`config.mk`:
```
export PLATFORM = sky130hd
export DESIGN_NAME = axi_master_read_burst_flat
export DESIGN_NICKNAME = d
export VERILOG_FILES = /design/src/rtl/axi_master_read_burst_if.sv /design/src/rtl/axi_master_read_burst.sv /design/src/flat_wrapper.sv
export SDC_FILE = /design/constraint.sdc
export NUM_CORES = 1
export LEC_CHECK = 0
export BUFFER_PORTS_ARGS = -buffer_cell sky130_fd_sc_hd__buf_4
export CELL_PAD_IN_SITES_DETAIL_PLACEMENT = 1
export CELL_PAD_IN_SITES_GLOBAL_PLACEMENT = 1
export CORE_AREA = 3 3 241 243
export CTS_BUF_LIST = sky130_fd_sc_hd__clkbuf_8
export CTS_CLUSTER_SIZE = 10
export DETAILED_ROUTE_END_ITERATION = 10
export DIE_AREA = 0 0 244 246
export GPL_TIMING_DRIVEN = 0
export PLACE_DENSITY = 0.49
export SKIP_CTS_REPAIR_TIMING = 1
export SYNTH_ARGS = -nofsm -noshare
export SYNTH_HDL_FRONTEND = slang
export SYNTH_SLANG_ARGS = --single-unit
```
`constraint.sdc`:
```
create_clock -name ACLK -period 4.9 [get_ports ACLK]
set_input_delay 0.245 -clock ACLK [delete_from_list [all_inputs] [get_ports ACLK]]
set_output_delay 0.245 -clock ACLK [all_outputs]
set_load 0.05 [all_outputs]
```
`src/rtl/axi_master_read_burst_if.sv`:
```
// AXI4 read-address / read-data channel bundle between axi_master_read_burst and the DDR slave port.
interface axi_master_read_burst_if #(
    parameter int DATA_W = 256,
    parameter int ADDR_W = 32,
    parameter int ID_W   = 4
);
    logic [ID_W-1:0]   M_AXI_ARID;
    logic [ADDR_W-1:0] M_AXI_ARADDR;
    logic [7:0]        M_AXI_ARLEN;
    logic [2:0]        M_AXI_ARSIZE;
    logic [1:0]        M_AXI_ARBURST;
    logic              M_AXI_ARVALID;
    logic              M_AXI_ARREADY;
    logic [ID_W-1:0]   M_AXI_RID;
    logic [DATA_W-1:0] M_AXI_RDATA;
    logic [1:0]        M_AXI_RRESP;
    logic              M_AXI_RLAST;
    logic              M_AXI_RVALID;
    logic              M_AXI_RREADY;

    modport master (
        output M_AXI_ARID, M_AXI_ARADDR, M_AXI_ARLEN, M_AXI_ARSIZE, M_AXI_ARBURST,
               M_AXI_ARVALID, M_AXI_RREADY,
        input  M_AXI_ARREADY, M_AXI_RID, M_AXI_RDATA, M_AXI_RRESP, M_AXI_RLAST,
               M_AXI_RVALID
    );

    modport slave (
        input  M_AXI_ARID, M_AXI_ARADDR, M_AXI_ARLEN, M_AXI_ARSIZE, M_AXI_ARBURST,
               M_AXI_ARVALID, M_AXI_RREADY,
        output M_AXI_ARREADY, M_AXI_RID, M_AXI_RDATA, M_AXI_RRESP, M_AXI_RLAST,
               M_AXI_RVALID
    );
endinterface

```
`src/rtl/axi_master_read_burst.sv`:
```
// AXI4 read master: splits one user request into INCR bursts capped at MAX_BURST beats and
// never crossing a 4 KB page, streams beats straight into the read FIFO and flags errors.
module axi_master_read_burst #(
    parameter int              DATA_W    = 256,
    parameter int              ADDR_W    = 32,
    parameter int              ID_W      = 4,
    parameter logic [ID_W-1:0] ARID_VAL  = '0,
    parameter int              MAX_BURST = 64,
    parameter int              LEN_W     = 16
) (
    input  logic                    ACLK,
    input  logic                    ARESETN,
    axi_master_read_burst_if.master m_axi,
    input  logic                    RD_START,
    input  logic [ADDR_W-1:0]       RD_ADRS,
    input  logic [LEN_W-1:0]        RD_LEN,
    output logic                    RD_READY,
    output logic                    RD_FIFO_WE,
    output logic [DATA_W-1:0]       RD_FIFO_DATA,
    input  logic                    RD_FIFO_AFULL,
    output logic                    RD_DONE,
    output logic                    RD_ERR
);
    localparam int                BYTES      = DATA_W / 8;
    localparam int                SIZE       = $clog2(BYTES);
    localparam logic [ADDR_W-1:0] ALIGN_MASK = ~ADDR_W'(BYTES - 1);

    typedef enum logic [2:0] {S_IDLE, S_CALC, S_ADDR, S_DATA, S_DONE} state_t;

    state_t            state, state_nxt;
    logic [ADDR_W-1:0] addr;
    logic [LEN_W-1:0]  remaining, rem_after;
    logic              err;
    logic [8:0]        blen, blen_calc, beat_cnt;
    logic [9:0]        beat_num;
    logic [12:0]       to4k;
    logic [ADDR_W-1:0] araddr;
    logic [7:0]        arlen;
    logic              arvalid, rready, r_hs, beat_err;

    assign m_axi.M_AXI_ARID    = ARID_VAL;
    assign m_axi.M_AXI_ARADDR  = araddr;
    assign m_axi.M_AXI_ARLEN   = arlen;
    assign m_axi.M_AXI_ARSIZE  = 3'(SIZE);
    assign m_axi.M_AXI_ARBURST = 2'b01;
    assign m_axi.M_AXI_ARVALID = arvalid;
    assign m_axi.M_AXI_RREADY  = rready;

    // No data register: the FIFO sees the bus beat in the same cycle it is accepted.
    assign RD_FIFO_WE   = m_axi.M_AXI_RVALID & rready;
    assign RD_FIFO_DATA = m_axi.M_AXI_RDATA;
    assign r_hs         = RD_FIFO_WE;

    // Burst length is the smallest of what is left, the burst cap and the room to the 4 KB page end.
    always_comb begin
        to4k      = (13'd4096 - {1'b0, addr[11:0]}) >> SIZE;
        blen_calc = 9'(MAX_BURST);
        if (32'(to4k) < 32'(blen_calc))      blen_calc = 9'(to4k);
        if (32'(remaining) < 32'(blen_calc)) blen_calc = 9'(remaining);
    end

    assign rem_after = (32'(remaining) > 32'(blen)) ? remaining - LEN_W'(blen) : '0;
    assign beat_num  = {1'b0, beat_cnt} + 10'd1;
    assign beat_err  = (m_axi.M_AXI_RRESP != 2'b00) ||
                       (m_axi.M_AXI_RID != ARID_VAL) ||
                       (m_axi.M_AXI_RLAST != (beat_num == {1'b0, blen}));

    always_ff @(posedge ACLK or negedge ARESETN) begin
        if (!ARESETN) state <= S_IDLE;
        else          state <= state_nxt;
    end

    // NOTE: every output of this block gets a default before the case so no path leaves one
    // unassigned; otherwise synthesis infers a latch to hold the old value.
    always_comb begin
        state_nxt = state;
        rready    = 1'b0;
        RD_READY  = 1'b0;
        RD_DONE   = 1'b0;
        RD_ERR    = 1'b0;
        unique case (state)
            S_IDLE: begin
                RD_READY = 1'b1;
                if (RD_START) state_nxt = (RD_LEN == '0) ? S_DONE : S_CALC;
            end
            S_CALC: state_nxt = S_ADDR;
            S_ADDR: if (arvalid && m_axi.M_AXI_ARREADY) state_nxt = S_DATA;
            S_DATA: begin
                rready = ~RD_FIFO_AFULL;
                if (m_axi.M_AXI_RVALID && rready && m_axi.M_AXI_RLAST)
                    state_nxt = (rem_after == '0) ? S_DONE : S_CALC;
            end
            S_DONE: begin
                RD_DONE   = 1'b1;
                RD_ERR    = err;
                state_nxt = S_IDLE;
            end
            default: state_nxt = S_IDLE;
        endcase
    end

    // NOTE: state registers use non-blocking assignments so every register samples the values
    // from before the edge, independent of statement order.
    always_ff @(posedge ACLK or negedge ARESETN) begin
        if (!ARESETN) begin
            addr      <= '0;
            remaining <= '0;
            err       <= 1'b0;
            blen      <= '0;
            beat_cnt  <= '0;
            araddr    <= '0;
            arlen     <= '0;
            arvalid   <= 1'b0;
        end else begin
            unique case (state)
                S_IDLE: if (RD_START) begin
                    addr      <= RD_ADRS & ALIGN_MASK;
                    remaining <= RD_LEN;
                    err       <= 1'b0;
                end
                S_CALC: begin
                    blen    <= blen_calc;
                    araddr  <= addr;
                    arlen   <= 8'(blen_calc - 9'd1);
                    arvalid <= 1'b1;
                end
                S_ADDR: if (m_axi.M_AXI_ARREADY) begin
                    arvalid  <= 1'b0;
                    beat_cnt <= '0;
                end
                S_DATA: if (r_hs) begin
                    // Saturate so runaway bursts past blen keep being flagged instead of wrapping.
                    if (beat_cnt != '1) beat_cnt <= beat_cnt + 9'd1;
                    if (beat_err) err <= 1'b1;
                    if (m_axi.M_AXI_RLAST) begin
                        addr      <= addr + (ADDR_W'(blen) << SIZE);
                        remaining <= rem_after;
                    end
                end
                default: ;
            endcase
        end
    end
endmodule

```
`src/flat_wrapper.sv`:
```
// flat-port wrapper written by rule: the top's interface ports become plain ports
module axi_master_read_burst_flat 
#(
    parameter int              DATA_W    = 256,
    parameter int              ADDR_W    = 32,
    parameter int              ID_W      = 4,
    parameter logic [ID_W-1:0] ARID_VAL  = '0,
    parameter int              MAX_BURST = 64,
    parameter int              LEN_W     = 16
)
  (ACLK, ARESETN, RD_START, RD_ADRS, RD_LEN, RD_READY, RD_FIFO_WE, RD_FIFO_DATA, RD_FIFO_AFULL, RD_DONE, RD_ERR, m_axi_M_AXI_ARID, m_axi_M_AXI_ARADDR, m_axi_M_AXI_ARLEN, m_axi_M_AXI_ARSIZE, m_axi_M_AXI_ARBURST, m_axi_M_AXI_ARVALID, m_axi_M_AXI_RREADY, m_axi_M_AXI_ARREADY, m_axi_M_AXI_RID, m_axi_M_AXI_RDATA, m_axi_M_AXI_RRESP, m_axi_M_AXI_RLAST, m_axi_M_AXI_RVALID);
  axi_master_read_burst_if #(.DATA_W(DATA_W), .ADDR_W(ADDR_W), .ID_W(ID_W)) m_axi_i ();
  input  logic ACLK;
  input  logic ARESETN;
  input  logic RD_START;
  input  logic [ADDR_W-1:0] RD_ADRS;
  input  logic [LEN_W-1:0] RD_LEN;
  output logic RD_READY;
  output logic RD_FIFO_WE;
  output logic [DATA_W-1:0] RD_FIFO_DATA;
  input  logic RD_FIFO_AFULL;
  output logic RD_DONE;
  output logic RD_ERR;
  output wire logic [$bits(m_axi_i.M_AXI_ARID)-1:0] m_axi_M_AXI_ARID;
  output wire logic [$bits(m_axi_i.M_AXI_ARADDR)-1:0] m_axi_M_AXI_ARADDR;
  output wire logic [$bits(m_axi_i.M_AXI_ARLEN)-1:0] m_axi_M_AXI_ARLEN;
  output wire logic [$bits(m_axi_i.M_AXI_ARSIZE)-1:0] m_axi_M_AXI_ARSIZE;
  output wire logic [$bits(m_axi_i.M_AXI_ARBURST)-1:0] m_axi_M_AXI_ARBURST;
  output wire logic [$bits(m_axi_i.M_AXI_ARVALID)-1:0] m_axi_M_AXI_ARVALID;
  output wire logic [$bits(m_axi_i.M_AXI_RREADY)-1:0] m_axi_M_AXI_RREADY;
  input wire logic [$bits(m_axi_i.M_AXI_ARREADY)-1:0] m_axi_M_AXI_ARREADY;
  input wire logic [$bits(m_axi_i.M_AXI_RID)-1:0] m_axi_M_AXI_RID;
  input wire logic [$bits(m_axi_i.M_AXI_RDATA)-1:0] m_axi_M_AXI_RDATA;
  input wire logic [$bits(m_axi_i.M_AXI_RRESP)-1:0] m_axi_M_AXI_RRESP;
  input wire logic [$bits(m_axi_i.M_AXI_RLAST)-1:0] m_axi_M_AXI_RLAST;
  input wire logic [$bits(m_axi_i.M_AXI_RVALID)-1:0] m_axi_M_AXI_RVALID;
  assign m_axi_M_AXI_ARID = m_axi_i.M_AXI_ARID;
  assign m_axi_M_AXI_ARADDR = m_axi_i.M_AXI_ARADDR;
  assign m_axi_M_AXI_ARLEN = m_axi_i.M_AXI_ARLEN;
  assign m_axi_M_AXI_ARSIZE = m_axi_i.M_AXI_ARSIZE;
  assign m_axi_M_AXI_ARBURST = m_axi_i.M_AXI_ARBURST;
  assign m_axi_M_AXI_ARVALID = m_axi_i.M_AXI_ARVALID;
  assign m_axi_M_AXI_RREADY = m_axi_i.M_AXI_RREADY;
  assign m_axi_i.M_AXI_ARREADY = m_axi_M_AXI_ARREADY;
  assign m_axi_i.M_AXI_RID = m_axi_M_AXI_RID;
  assign m_axi_i.M_AXI_RDATA = m_axi_M_AXI_RDATA;
  assign m_axi_i.M_AXI_RRESP = m_axi_M_AXI_RRESP;
  assign m_axi_i.M_AXI_RLAST = m_axi_M_AXI_RLAST;
  assign m_axi_i.M_AXI_RVALID = m_axi_M_AXI_RVALID;
  axi_master_read_burst #(.DATA_W(DATA_W), .ADDR_W(ADDR_W), .ID_W(ID_W), .ARID_VAL(ARID_VAL), .MAX_BURST(MAX_BURST), .LEN_W(LEN_W)) u_core (.ACLK(ACLK), .ARESETN(ARESETN), .m_axi(m_axi_i), .RD_START(RD_START), .RD_ADRS(RD_ADRS), .RD_LEN(RD_LEN), .RD_READY(RD_READY), .RD_FIFO_WE(RD_FIFO_WE), .RD_FIFO_DATA(RD_FIFO_DATA), .RD_FIFO_AFULL(RD_FIFO_AFULL), .RD_DONE(RD_DONE), .RD_ERR(RD_ERR));
endmodule
```
==> results of run 1 <==
[flip-flops by register name, indices dropped and copies added (netlist names)]
name and count:
u_core.addr 27, u_core.beat_cnt 9, u_core.blen 9, u_core.err 1
u_core.m_axi.M_AXI_ARADDR 27, u_core.m_axi.M_AXI_ARLEN 8, u_core.m_axi.M_AXI_ARVALID 1, u_core.remaining 16
u_core.state 3
[kinds of logic (layout without fill, tap and decap cells)]
group                      count (synthesis)  in the layout
DFF                                      101            101
buffers and inverters                    340            709
other                                      2             16
xor gates and xnor gates                  33             33
adders and majority gates                 32             32
AOI/OAI and AO/OA                        236            236
and+or+nand+nor                          339            339
muxes                                      4              4
[layout by cell type (no fill, tap or decap), types with 13 or more instances in the layout]
master,synthesis,routed
xnor2_1,26,26
nand3_1,22,22
nor3_1,31,31
nor4_1,13,13
and3_1,18,18
inv_1,27,27
o21ai_0,53,53
nand2_1,140,140
a211oi_1,17,17
clkbuf_1,32,32
nor2_1,63,63
o21ai_1,17,17
dfrtp_1,101,101
buf_4,270,621
a21oi_1,63,63
conb_1,2,15
ha_1,30,30
[cells in the mapped netlist (all sizes together), types with 4 or more instances]
| cell | instances | area [sq um] |
|---|---|---|
| a211oi | 17 | 128 |
| a21o | 5 | 37.5 |
| a21oi | 65 | 333 |
| a22oi | 5 | 37.5 |
| a31o | 4 | 35.0 |
| a31oi | 11 | 68.8 |
| a41oi | 4 | 35.0 |
| and2 | 5 | 31.3 |
| and3 | 19 | 124 |
| buf | 278 | 2070 |
| clkbuf | 32 | 120 |
| dfrtp | 101 | 2530 |
| ha | 30 | 375 |
| inv | 30 | 113 |
| nand2 | 140 | 526 |
| nand2b | 11 | 68.8 |
| nand3 | 22 | 110 |
| nand4 | 7 | 43.8 |
| nor2 | 64 | 243 |
| nor2b | 6 | 37.5 |
| nor3 | 32 | 165 |
| nor4 | 14 | 93.8 |
| o21a | 6 | 45.0 |
| o21ai | 71 | 359 |
| o22a | 5 | 43.8 |
| o22ai | 7 | 43.8 |
| o31ai | 5 | 42.5 |
| or3 | 5 | 31.3 |
| xnor2 | 26 | 228 |
| xor2 | 7 | 61.3 |
[stage by stage]
stage / power [W] / std cells / instance area [sq um] / util / setup WS [ps]
4_1_cts: 0.00686 / 2224 / 12500 / 0.223 / 315
3_3_place_gp: 0.00622 / 2208 / 12300 / 0.219 / 367
2_1_floorplan: 0.00476 / 1100 / 8720 / - / 1330
6_report: 0.00677 / 2226 / 12500 / 0.223 / 422
5_1_grt: 0.00736 / 2226 / 12500 / 0.223 / 115
3_5_place_dp: 0.00629 / 2209 / 12300 / 0.220 / 361
[power by group through the flow]
| stage | clock, W | combinational (W) | sequential (W) |
|---|---|---|---|
| 5_1_grt | 0.000598 | 0.00509 | 0.00167 |
| 3_3_place_gp | 0 | 0.00460 | 0.00162 |
| 2_1_floorplan | 0 | 0.00284 | 0.00192 |
| 4_1_cts | 0.000562 | 0.00467 | 0.00162 |
| 6_report | 0.000539 | 0.00462 | 0.00161 |
| 3_5_place_dp | 0 | 0.00466 | 0.00163 |
[final cells by class]
cell class / count / area share
multi-input cells: 659 / 0.311
repair buffers: 354 / 0.214
flip-flops and latches: 101 / 0.202
plain buffers: 310 / 0.175
well taps: 756 / 0.0755
clock buffers: 9 / 0.00989
inverters: 30 / 0.00899
clock inverters: 6 / 0.00380
diodes: 1 / 0.000200
[critical path, cell delays in order, from the launching register on]
cell and delay, ps:
dfrtp_1 500, inv_1 150, ha_1 240, and2b_1 230, and2_1 180, a21boi_2 270
inv_2 140, nand2_1 150, ha_1 260, a211oi_1 250, o22ai_1 120, nor4_1 310
o211ai_1 240, clkbuf_1 290, a31oi_1 340, ha_1 270, o2111ai_1 140, xnor2_1 190
o21ai_1 70
[per-layer routing]
| metal | GRT usage | vias up | part of all wire |
|---|---|---|---|
| li1 | - | 4194 | - |
| met1 | 0.157 | 4204 | 0.42 |
| met2 | 0.221 | 314 | 0.51 |
| met3 | 0.0248 | 24 | 0.059 |
| met4 | 0.0239 | 0 | 0.011 |
| met5 | 0 | - | 0 |
[path summary, 6_finish.rpt]
path | start | endpoint | cells after the start
setup / recovery | u_core.addr[5] | u_core.m_axi.M_AXI_ARLEN[6] | 18
max in group asynchronous | ARESETN | u_core.addr[8] | 3
setup reg to reg | u_core.addr[5] | u_core.m_axi.M_AXI_ARLEN[6] | 18
hold / removal | RD_ADRS[15] | u_core.addr[15] | 3
min in group asynchronous | ARESETN | u_core.beat_cnt[0] | 2
hold reg to reg | u_core.m_axi.M_AXI_ARADDR[11] | u_core.m_axi.M_AXI_ARADDR[11] | 2
==> out/results.ini, run 1 <==
[synthesis]
synthAdderAreaFrac = 0.0479
synth_top_family_by_area = buffers and inverters
ys_seq_area_frac = 0.292
synth_seq_cells = 101
synth_area_sq_mm = 0.00867
yosysWarnings = 0
synth_compound_area_frac = 0.173
synth-simple-area-share = 0.183
muxShareOfSynthArea = 0.00476
async_flop_share = 1.00
synth_cells = 1087
synth_cell_types = 75
synth.avg_cell_area_sq_um = 7.97
synth_edf_count = 0
ys.flop_type = dfrtp_1
synth_xor_area_frac = 0.0333

[timing]
rsz0062_at_grt = false
fmax_mhz = 223
maxSlewHeadroom = 0.360
fin_crit_ps = 4480
finalHoldViolations = 0
period_share = 0.914
worstMarginPinSlew_ps = 935
report.final.slew_viol_count = 0
setup_viol = 0
hold-worst-slack_ps = 99.4
tns_ps = 0
finalClockSkew_ps = 18.7

[placement]
dp_hpwl_um = 33200
place.gp.congestion = 0.805
portBuffers = 352

[clock_tree]
cts.sinks = 101
clockRootBuffer = clkbuf_8
clk_latency_ps = 400
cts_max_path_buffers = 2
cts_made_buffers = 9
cts_tree = built
htreeDepth = 3
clk_pin_slew_ps = 120

[detailed_routing]
num_vias = 8736
drtIter0Drc = 311
ant_nets = 0
wirelength_um = 39600
post-route-drc-count = 0
routedWlPerCell_um = 17.8
avgViaCountPerCell = 3.92
firstDrtPassIters = 4

[floorplanning]
dieHeight_um = 246
start_util = 0.154
core_area_sq_mm = 0.0562
dieWidth_um = 244
die-area_sq_mm = 0.0600
rows = 87
io_pins = 628

[global_routing]
grt_max_degree = 67
grt_pass1_vias = 9149
track_usage = 0.124
antenna_found_initial = 1
grt-ovfl-total = 0
grt_pass1_wl_um = 57700

[final_layout]
area_growth_pct = 44.5
final_layout_size_suffix_gt1_frac = 0.456
nets = 1814
fill_cells = 6771
regArea_sq_mm = 0.00253
multi_input_area_sq_mm = 0.00389

[worst_setup_path]
cp.required_ps = 5180
r2r_setup_slack_ps = 420
crit_arrival_ps = 4760
critPathLaunchType = flop
crit_type = flop to flop
cp-end-kind = flop
worst-path-max-fanout = 10

[run_status]
status = finished, final reports clean

[pwr]
p_sw_frac = 0.560
vdd_ir_drop_max_uv = 172
seqPwrFrac = 0.238
power.density_mw_per_mm2 = 541
p_switching_w = 0.00379
pwr-share-clk = 0.080
p_int_w = 0.00298
p_comb_frac = 0.682
leakagePower_nw = 6.10

[worst_hold_path]
hold_path_class = input pin to flop

[flow_run]
cap_violations = 0

Power figures use the tool's default switching activity.
==> inputs of run 2 (changes only) <==
ABC_AREA = 1   (was not set)
PLACE_DENSITY = 0.5   (was 0.49)
==> out/results.ini, run 2 <==
[final_layout]
area_growth_pct = 45.0
final_core_util = 0.224  ; +0.000758
stdcell_count = 2306  ; +3.6%
fill_cells = 6838  ; +0.99%
nets = 1892  ; +4.3%
layout_common_cells = 624 x buf_4, 210 x nand2_1, 108 x inv_1, 104 x o21ai_0, 101 x dfrtp_1
final_layout_size_suffix_gt1_frac = 0.443  ; -0.0129
layout_commonest_cell = buf_4
regArea_sq_mm = 0.00253  ; unchanged
multi_input_area_sq_mm = 0.00361  ; -7.2%

[placement]
place.gp.congestion = 0.830  ; +3.2%
portBuffers = 352  ; unchanged
dp_hpwl_um = 32400  ; -2.3%
dp.cells = 2287  ; +3.5%

[synthesis]
ys.flop_type = dfrtp_1
synth_edf_count = 0  ; unchanged
synth_seq_cells = 101  ; unchanged
async_flop_share = 1.00  ; unchanged
synth_common_cells = 273 x buf_4, 210 x nand2_1, 108 x inv_1, 104 x o21ai_0, 101 x dfrtp_1
ys_seq_area_frac = 0.292  ; about the same
yosysWarnings = 0  ; unchanged
netlist_top_cells_area = dfrtp_1 29%, buf_4 24%, nand2_1 9.1%
synth_cells = 1165  ; +7.2%
synth.avg_cell_area_sq_um = 7.44  ; -6.7%
synth_most_common_cell = buf_4
synth_area_sq_mm = 0.00867  ; about the same
synth_top_area_frac = 0.292  ; about the same
synth_cell_types = 48  ; -36%
synth_largest_area_cell = dfrtp_1

[timing]
fmax_mhz = 249  ; +11%
finalClockSkew_ps = 21.5  ; +2.75 ps
hold-worst-slack_ps = 97.0  ; -2.34 ps
fin_crit_ps = 4020  ; -461 ps
tns_ps = 0  ; unchanged
worstMarginPinSlew_ps = 838  ; -96.9 ps
setup_viol = 0  ; unchanged
rsz0062_at_grt = false
report.final.slew_viol_count = 0  ; unchanged
finalHoldViolations = 0  ; unchanged
maxSlewHeadroom = 0.441  ; +0.0807
period_share = 0.820  ; -0.0940

[clock_tree]
htreeDepth = 3  ; unchanged
clockRootBuffer = clkbuf_8
cts.sinks = 101  ; unchanged
cts_tree = built
clk_pin_slew_ps = 120  ; about the same
cts_max_path_buffers = 2  ; unchanged
clk_latency_ps = 410  ; about the same
cts_made_buffers = 9  ; unchanged

[worst_setup_path]
crit_type = flop to flop
cp.required_ps = 5190  ; about the same
critPathLaunchType = flop
crit_arrival_ps = 4310  ; -450 ps
cp-end-kind = flop
worst-path-max-fanout = 9  ; -1

[pwr]
seqPwrFrac = 0.217  ; -0.021
p_int_w = 0.00302  ; +1.3%
p_sw_frac = 0.577  ; +0.0167
pwr-share-clk = 0.088  ; +0.008
vdd_ir_drop_max_uv = 175  ; +1.6%
p_comb_frac = 0.695  ; +0.013
leakagePower_nw = 6.47  ; +6.1%
power.density_mw_per_mm2 = 568  ; +5.0%
p_switching_w = 0.00411  ; +8.5%

[flow_run]
cap_violations = 0  ; unchanged

[global_routing]
grt_use_met3 = 0.0255  ; +0.000653
antenna_found_initial = 3  ; +2
top_usage_layer = met2
grt_util_met1 = 0.143  ; -0.0133
grt_pass1_vias = 9103  ; -0.50%
grt_pass1_wl_um = 55400  ; -4.0%
track_usage = 0.120  ; -0.00458
grt-ovfl-total = 0  ; unchanged
grt_max_degree = 66  ; -1.5%
grt_use_met2 = 0.219  ; -0.00150

[floorplanning]
start_util = 0.154  ; about the same
io_pins = 628  ; unchanged
dieHeight_um = 246  ; unchanged
die-area_sq_mm = 0.0600  ; unchanged
dieWidth_um = 244  ; unchanged
core_area_sq_mm = 0.0562  ; unchanged
rows = 87  ; unchanged

[detailed_routing]
drtIter0Drc = 253  ; -19%
firstDrtPassIters = 4  ; unchanged
routedWlPerCell_um = 16.7  ; -6.0%
num_vias = 8713  ; -0.26%
avgViaCountPerCell = 3.78  ; -3.7%
wirelength_um = 38500  ; -2.6%
ant_nets = 0  ; unchanged
post-route-drc-count = 0  ; unchanged

[worst_hold_path]
hold_path_class = input pin to flop

[run_status]
status = finished, final reports clean

==> run 2: changes by cell type in the layout (fill, tap and decap cells not counted), sizes merged, moves of 19 or more <==
cell	previous run	this run
a21oi	65	34
and3	19	0
inv	32	114
nand2	140	218
nand3	22	51
o211ai	1	21
o21ai	71	117
xnor2	26	1
xor2	7	26
==> run 2: path summary, 6_finish.rpt <==
path	startpoint	endpoint	slack [ps]	cells past startpoint
worst min-delay path	RD_ADRS[20]	u_core.addr[20]	100	3
worst max-delay path	u_core.addr[5]	u_core.m_axi.M_AXI_ARLEN[6]	880	23
min in group asynchronous	ARESETN	u_core.err	300	2
worst max register to register	u_core.addr[5]	u_core.m_axi.M_AXI_ARLEN[6]	880	23
worst min register to register	u_core.err	u_core.err	500	2
max in group asynchronous	ARESETN	u_core.addr[9]	3890	3
==> run 2: metrics by stage <==
step	power (W)	worst slack (ps)	instance area [sq um]
final	0.00713	883	12600
after global routing	0.00779	376	12600
after CTS	0.00727	775	12600
after detailed placement	0.00661	822	12300
after global placement	0.00654	904	12300
after floorplan	0.00492	1730	8710
==> run 2: cell type report <==
class / count / share of cell area
Multi-Input combinational cell: 668 / 0.288
Timing Repair Buffer: 354 / 0.214
Sequential cell: 101 / 0.201
Buffer: 297 / 0.171
Tap cell: 756 / 0.0753
Inverter: 112 / 0.0335
Clock buffer: 11 / 0.0120
Clock inverter: 5 / 0.00518
Antenna cell: 2 / 0.000398
==> run 2: kinds of logic (layout without fill, tap and decap cells) <==
| kind of cell | Yosys count | after routing | share of synthesized area |
|---|---|---|---|
| adder cells (fa/ha/maj) | 32 | 32 | 0.0479 |
| other | 2 | 17 | 0.000867 |
| AO/OA/AOI/OAI | 202 | 202 | 0.135 |
| buffers and inverters | 409 | 779 | 0.297 |
| AND/OR/NAND/NOR | 392 | 392 | 0.201 |
| XOR/XNOR | 27 | 27 | 0.0273 |
| flip-flops | 101 | 101 | 0.292 |
==> run 2: power groups by stage <==
| stage | clock network (W) | logic [W] | registers, W |
|---|---|---|---|
| 2_1_floorplan | 0 | 0.00301 | 0.00191 |
| 3_3_place_gp | 0 | 0.00498 | 0.00156 |
| 3_5_place_dp | 0 | 0.00503 | 0.00157 |
| 4_1_cts | 0.000653 | 0.00505 | 0.00156 |
| 5_1_grt | 0.000672 | 0.00551 | 0.00161 |
| 6_report | 0.000624 | 0.00496 | 0.00155 |
==> run 2: critical path: stages (launching register included) <==
cell and delay, ps:
dfrtp_1 450, inv_1 180, ha_1 210, nand2_1 90, nor2_1 90, nand2_1 70
nand2_2 130, inv_1 110, a21oi_1 140, o21ai_0 180, ha_1 340, a21oi_1 180
nor2_1 70, nor3_2 470, nand2_4 170, o21ai_2 260, inv_1 90, ha_1 240
nand2_1 110, nor2_1 60, nand2_1 50, nand2_1 40, nand3_1 90, nand2_1 60
==> run 2: metal layers <==
| layer | wire length (um) | part of all wire | up-vias |
|---|---|---|---|
| met3 | 2170 | 0.056 | 24 |
| met4 | 432 | 0.011 | 2 |
| met2 | 20000 | 0.52 | 286 |
| met1 | 15900 | 0.41 | 4150 |
| li1 | - | - | 4251 |
| met5 | 13 | 0.00034 | - |
